`config.mk`:
```
export PLATFORM = sky130hd
export DESIGN_NAME = imem_loader
export DESIGN_NICKNAME = d
export VERILOG_FILES = /design/src/rtl/imem_loader.sv
export SDC_FILE = /design/constraint.sdc
export NUM_CORES = 1
export LEC_CHECK = 0
export ABC_AREA = 0
export CAP_MARGIN = 10
export CORE_AREA = 5 5 106 108
export DETAILED_ROUTE_END_ITERATION = 8
export DIE_AREA = 0 0 111 113
export HOLD_SLACK_MARGIN = 0.03
export PLACE_DENSITY = 0.74
export SLEW_MARGIN = 40
export SYNTH_ARGS = -nofsm -noshare
export SYNTH_HDL_FRONTEND = slang
export SYNTH_SLANG_ARGS = --single-unit
```
`constraint.sdc`:
```
create_clock -name clk -period 2.8 [get_ports clk]
set_input_delay 0.56 -clock clk [delete_from_list [all_inputs] [get_ports clk]]
set_output_delay 0.56 -clock clk [all_outputs]
set_load 0.05 [all_outputs]
```
`src/rtl/imem_loader.sv`:
```
// rtl/imem_loader.sv - byte-stream loader that fills instruction memory while holding the core in reset
module imem_loader #(
    parameter int ADDR_W = 8
) (
    input  logic              clk,
    input  logic              rst,
    input  logic              start,
    input  logic              in_valid,
    input  logic [7:0]        in_data,
    output logic              in_ready,
    output logic              mem_we,
    output logic [ADDR_W-1:0] mem_addr,
    output logic [31:0]       mem_wdata,
    output logic              core_rst,
    output logic              busy,
    output logic              done,
    output logic              err
);

    typedef enum logic [2:0] {
        S_IDLE,
        S_LEN0,
        S_LEN1,
        S_DATA,
        S_WRITE,
        S_DONE,
        S_ERR
    } state_t;

    // One word more than the address space so that N == depth is still representable.
    localparam logic [16:0] DEPTH = 17'(1) << ADDR_W;

    state_t      state;
    state_t      nxt;
    logic [15:0] n;
    logic [16:0] idx;
    logic [1:0]  cnt;
    logic [23:0] lanes;
    logic        accept;
    logic [15:0] n_full;
    logic [16:0] idx_inc;

    assign accept  = in_valid & in_ready;
    assign n_full  = {in_data, n[7:0]};
    assign idx_inc = idx + 17'd1;

    always_comb begin
        nxt = state;
        case (state)
            S_IDLE, S_DONE, S_ERR: if (start) nxt = S_LEN0;
            S_LEN0:  if (accept) nxt = S_LEN1;
            S_LEN1: begin
                if (accept) begin
                    if (n_full == 16'd0)
                        nxt = S_DONE;
                    else if ({1'b0, n_full} > DEPTH)
                        nxt = S_ERR;
                    else
                        nxt = S_DATA;
                end
            end
            S_DATA:  if (accept && cnt == 2'd3) nxt = S_WRITE;
            S_WRITE: nxt = (idx_inc == {1'b0, n}) ? S_DONE : S_DATA;
            default: nxt = S_IDLE;
        endcase
    end

    always_ff @(posedge clk) begin
        if (!rst) begin
            state     <= S_IDLE;
            in_ready  <= 1'b0;
            mem_we    <= 1'b0;
            mem_addr  <= '0;
            mem_wdata <= '0;
            core_rst  <= 1'b1;
            busy      <= 1'b0;
            done      <= 1'b0;
            err       <= 1'b0;
            n         <= '0;
            idx       <= '0;
            cnt       <= '0;
            lanes     <= '0;
        end else begin
            state    <= nxt;
            in_ready <= (nxt == S_LEN0) || (nxt == S_LEN1) || (nxt == S_DATA);
            busy     <= (nxt == S_LEN0) || (nxt == S_LEN1) || (nxt == S_DATA) || (nxt == S_WRITE);
            mem_we   <= (nxt == S_WRITE);
            case (state)
                S_IDLE, S_DONE, S_ERR: begin
                    if (start) begin
                        done     <= 1'b0;
                        err      <= 1'b0;
                        core_rst <= 1'b1;
                        idx      <= '0;
                        cnt      <= '0;
                    end
                end
                S_LEN0: if (accept) n[7:0] <= in_data;
                S_LEN1: begin
                    if (accept) begin
                        n[15:8] <= in_data;
                        if (n_full == 16'd0) begin
                            done     <= 1'b1;
                            core_rst <= 1'b0;
                        end else if ({1'b0, n_full} > DEPTH) begin
                            err <= 1'b1;
                        end
                    end
                end
                S_DATA: begin
                    if (accept) begin
                        case (cnt)
                            2'd0: lanes[7:0]   <= in_data;
                            2'd1: lanes[15:8]  <= in_data;
                            2'd2: lanes[23:16] <= in_data;
                            default: begin
                                // Address and data are latched here so they stay stable through WRITE and after.
                                mem_addr  <= idx[ADDR_W-1:0];
                                mem_wdata <= {in_data, lanes};
                            end
                        endcase
                        cnt <= cnt + 2'd1;
                    end
                end
                S_WRITE: begin
                    idx <= idx_inc;
                    if (nxt == S_DONE) begin
                        done     <= 1'b1;
                        core_rst <= 1'b0;
                    end
                end
                default: ;
            endcase
        end
    end

endmodule
```
# Word-level counts from Yosys, hierarchy flattened
# Cells that the tools add are included.
dict set report classes {
  add_sub_neg 2
  n_reduce_logical 23
  bitwise 2
  magnitude_cmp 1
  eq_ne 22
  n_mux 27
}
# cell n
set op_table {}
lappend op_table {{one-hot mux 17 bit (2 select lines)} 1}
lappend op_table {{two-way mux 3 bit} 7}
lappend op_table {{adder 17 x 1 -> 17 bit (second input constant)} 1}
lappend op_table {{== test 17 x 16 -> 1 bit} 1}
lappend op_table {{two-way mux 17 bit} 1}
lappend op_table {{greater-than comparator 16 x 9 -> 1 bit (second input constant)} 1}
lappend op_table {{logical NOT 16 bit} 1}
lappend op_table {{== test 3 bit (second input constant)} 5}
lappend op_table {{one-hot mux 3 bit (5 select lines)} 1}
lappend op_table {{AND reduction 3 bit} 5}
lappend op_table {{inequality test 2 bit (second input constant)} 7}
lappend op_table {{== test 3 x 2 -> 1 bit (second input constant)} 4}
lappend op_table {{two-way mux 1 bit} 11}
lappend op_table {{AND reduction 5 bit} 2}
lappend op_table {{== test 3 x 1 -> 1 bit (second input constant)} 2}
lappend op_table {{one-hot mux 1 bit (3 select lines)} 2}
lappend op_table {{AND reduction 2 bit} 3}
lappend op_table {{nonzero test 2 bit} 3}
lappend op_table {{OR reduction 3 bit} 2}
lappend op_table {{== test 2 bit (second input constant)} 2}
lappend op_table {{two-way mux 2 bit} 2}
lappend op_table {{one-hot mux 2 bit (2 select lines)} 1}
lappend op_table {{logical NOT 3 bit} 1}
lappend op_table {{logical OR 1 bit} 3}
lappend op_table {{other kinds (8)} 8}
dict set report word_totals {
  output_inout_bits 46
  word_cells 93
  regBits 108
  input_bits 12
}

# Depth between registers and ports, before layout
dict set report depth {
  depth_word 9
  mapped_depth 10
  depth_no_buf 8
}

# Least setup slack after synthesis
# Ideal clock, no wire load.
dict set report synth_path {
  path_kind {register to register}
  startpoint {register idx[1]}
  endpoint {register busy}
  path_buffers 2
  setup_ps 120
  t_arrival_ps 2534
  path_stages_with_launch 11
  t_required_ps 2680
  period_less_slack_ps 2654
  path_slack_ps 146
  cell_sequence {dfxtp_1 > ha_1 > buf_4 > nand3_2 > or4_1 > buf_2 > or3_4 > a211oi_2 > and4_4 > a2111oi_2 > or2_1}
}
dict set report synth_between {
  elab_chain_len 8
  elab_cells_between_ends 11
  classes_between {add/sub (1); eq/ne (5); mux (2); reduce/logical (3)}
}
# element line
set synth_rtl {}
lappend synth_rtl {{start: declaration} 36} ;# logic [16:0] idx;
lappend synth_rtl {{start signal: assignment} 126} ;# idx <= idx_inc;
lappend synth_rtl {{adder 17 x 1 -> 17 bit (*)} 45} ;# assign idx_inc = idx + 17'd1;
lappend synth_rtl {{== test 17 x 16 -> 1 bit (*)} 63} ;# S_WRITE: nxt = (idx_inc == {1'b0, n}) ? S_DONE : S_DATA;
lappend synth_rtl {{two-way mux 3 bit (*)} 63}
lappend synth_rtl {{one-hot mux 3 bit (5 select lines) (*)} 49} ;# case (state)
lappend synth_rtl {{== test 3 x 1 -> 1 bit / == test 3 x 2 -> 1 bit (equally long branches)} 86} ;# busy <= (nxt == S_LEN0) || (nxt == S_LEN1) || (nxt == S_DATA) || (nxt == S_WRITE);
lappend synth_rtl {{logical OR 1 bit (2 in a row)} 86}
lappend synth_rtl {{logical OR 1 bit (*)} 86}
lappend synth_rtl {{end signal: assignment} 86}
lappend synth_rtl {{end: declaration} 15} ;# output logic busy,
# Mark *: on every way between the ends. The rest lies on a longest branch, timed or not.
# A chain may end at the register's enable or synchronous reset.

# Final worst setup path
# Ends and elaborated chain as after synthesis.

==> run summary <==
Seq/Total Area, Yosys -> 43.57%
Psw -> 701.0 µW
Setup CP Type -> reg2reg
Clk network pwr share -> 36.3%
Worst setup EP type -> flop
worst hold path class -> reg2reg
post-DR wirelength/cell -> 15.52 µm
Critical Path AT -> 2.89 ns
post-CTS setup repair buffer count -> 0
Area Overhead vs Synth -> 20.57%
Pre-Repair DR Iteration Count -> 5
Design Area, Final -> 5983 µm²
count of flip-flops with a built-in enable after synthesis -> 0
clock-pin slew on the worst setup and hold paths -> 0.12 ns
register bit count reported by yosys -> 108
CTS Buffer Depth -> 2
max cap viols -> 0
Buffers on Ports -> 57
HPWL Detailed -> 9280 µm
first-pass GRT wire length -> 21500 µm
clock tree from TritonCTS -> done
Mapped Avg Cell Area -> 7.778 µm²
Global Route Usage Sum -> 20.62%
root buffer cell -> clkbuf_8
Synth area leader -> dfxtp_1
Diodes inserted -> 0
RD Place Congestion -> 0.9101
Worst-Skew Late Latency -> 0.37 ns
max-slew violations -> 0
met1 Usage GRT -> 25.50%
CP max FO -> 4
share of power burned in registers -> 56.7%
Via-to-Cell Ratio -> 5.634
Die X -> 111 µm
fin crit share -> 93.14%
Power Internal -> 2.049 mW
final period demand of the worst path -> 2.608 ns
Cell Chain, Critical Path -> ha_1 -> nand3_2 -> or3_1 -> a211o_1 -> a2111oi_1 -> and4_4 -> a2111oi_2 -> or2_1
relative slew slack -> 49.98%
Remaining DRCs -> 0
DP Area -> 5772 µm²
Worst Skew -> 0.01589 ns
Iter 0 DRT Violations -> 291
R2R Setup Slk -> 0.19 ns
Starting Density -> 48.94%
Static Leak -> 2.022 nW
status -> complete, no violations
Final TNS setup -> 0 ns
hold path start -> lanes[5]
Hold Slack -> 0.4531 ns
most common cell after layout, fill and taps aside -> nand2_1
largest net degree at the start of global routing -> 66
vias in the first global route -> 4499
Post-Route WL -> 12990 µm
hold worst-path end -> mem_wdata[5]
Pwr Total -> 2.750 mW
met2 Use GR -> 36.21%
Max Freq -> 383.4 MHz
worst reg-to-reg path cell count -> 8
row cnt -> 37
Yosys top cell area share -> 43.57%
Yosys Warn Count -> 0
cts bufs inserted -> 9
layout cells sized above 1 -> 9.986%
CTS Sinks -> 108
Async SR Flop Fraction -> 0%
critical path's slowest cell -> a2111oi_1
CORE AREA -> 10140 µm²
Power Density -> 459.7 nW/µm²
most frequent cells in the layout -> nand2_1, dfxtp_1, a21oi_1
Final Hold Viols -> 0
Layout Nets -> 714
worst-margin pin slew -> 0.7495 ns
synthesized cell area -> 4962 µm²
maximum vdd ir drop -> 0.2952 mV
combinational cell fraction of total power -> 7.0%
worst r2r src -> idx[1]
Setup crit start kind -> flop
Netlist cell types -> 63
Critical Path RT -> 3.08 ns
FF-to-FF End -> busy
peak per-stage delay on the critical path -> 0.45 ns
DR vias -> 4716
I/O Pins -> 58
most used routing layer -> met2
cell depth of the worst hold path -> 2
H-Tree Depth -> 3
Cells after Synth -> 638
endpoints failing setup -> 0
initial antenna violation count -> 0
Sw Ratio -> 25.49%
top_reg_cell synth -> dfxtp_1
Die H -> 113 µm
ANT nets after route -> 0
DIE AREA -> 12540 µm²
RSZ-0062 raised after global routing -> no
final design utilization -> 59.02%
global route overflow -> 0
Mapped Nets -> 656
M3 GR Usage -> 3.850%
ranking of synthesized cells by area -> dfxtp_1, nand2_1, a21oi_1
[stage by stage]
step | worst slack, ns | instances
floorplan | 0.1462 | 638
global placement | 0.1328 | 821
detailed placement | -0.05010 | 821
CTS | 0.07314 | 837
global route | 0.008536 | 837
finish | 0.1921 | 837
[layout make-up]
class                           instances  area (µm²)
Clock buffer                           10       127.6
Clock inverter                          6       81.33
Fill cell                             900        4155
Inverter                               12       45.04
Multi-Input combinational cell        472        2542
Sequential cell                       108        2163
Tap cell                              136       170.2
Timing Repair Buffer                   93       853.3
[power by group through the flow]
stage / Combinational [mW] / Sequential [mW] / Clock [mW]
floorplan: 0.0870 / 1.61 / 0
global placement: 0.187 / 1.59 / 0
detailed placement: 0.189 / 1.59 / 0
CTS: 0.190 / 1.56 / 1.02
global route: 0.205 / 1.56 / 1.10
finish: 0.192 / 1.56 / 0.999
[worst max path at each step]
stage                from    to  slack [ns]
2_1_floorplan      idx[1]  busy        0.15
3_3_place_gp   in_data[4]  busy        0.13
3_5_place_dp   in_data[4]  busy       -0.05
4_1_cts            idx[2]  busy        0.07
5_1_grt            idx[1]  busy       0.009
6_report           idx[1]  busy        0.19
[worst max-delay path, delay by kind of cell (launching register included)]
family,cells,cell delay (ns)
simple gates,4,1.11
compound gates,3,0.86
flops,1,0.36
fa+ha+maj,1,0.20
[layer usage]
layer / up-vias / wire length, µm / part of all wire [%]
li1: 2315 / - / -
met2: 147 / 6338 / 49
met4: 0 / 325 / 2.5
met1: 2225 / 5569 / 43
met3: 29 / 761 / 5.9
met5: - / 0 / 0
[cell usage after synthesis, types with 4 or more instances]
library cell and instances:
nand2b_1 5, buf_2 4, nand3_1 38, nor4_1 7, clkbuf_1 34, inv_1 9, o21a_1 5, nor3_1 12
o21ai_0 18, buf_6 4, a21oi_1 103, xnor2_1 14, xor2_1 5, or3_1 5, ha_1 6, nand2_1 141
dfxtp_1 108, mux2i_1 10, nor2_1 44
[cells by family (layout without fill, tap and decap cells)]
| family | after synthesis | after routing | share of synthesized area (%) |
|---|---|---|---|
| adders and majority gates | 6 | 6 | 1.513 |
| AOI/OAI and AO/OA | 155 | 155 | 17.78 |
| buffers and inverters | 58 | 121 | 5.269 |
| and+or+nand+nor | 280 | 280 | 26.05 |
| xor gates and xnor gates | 19 | 19 | 3.354 |
| muxes | 12 | 12 | 2.471 |
| DFF | 108 | 108 | 43.57 |
[state kept, by name, summed over array words and instances (netlist names), 2 cells and up]
register / cells
state: 3
n: 16
mem_addr: 8
idx: 17
lanes: 24
cnt: 2
mem_wdata: 32
[repair_timing]
| action | CTS | global route |
|---|---|---|
| endpoints found under the setup margin | 0 | 3 |
| gates resized for setup | 0 | 2 |
| hold buffers | 0 | 0 |
| endpoints found under the hold margin | 0 | 0 |
(Power assumes the default switching activity.)
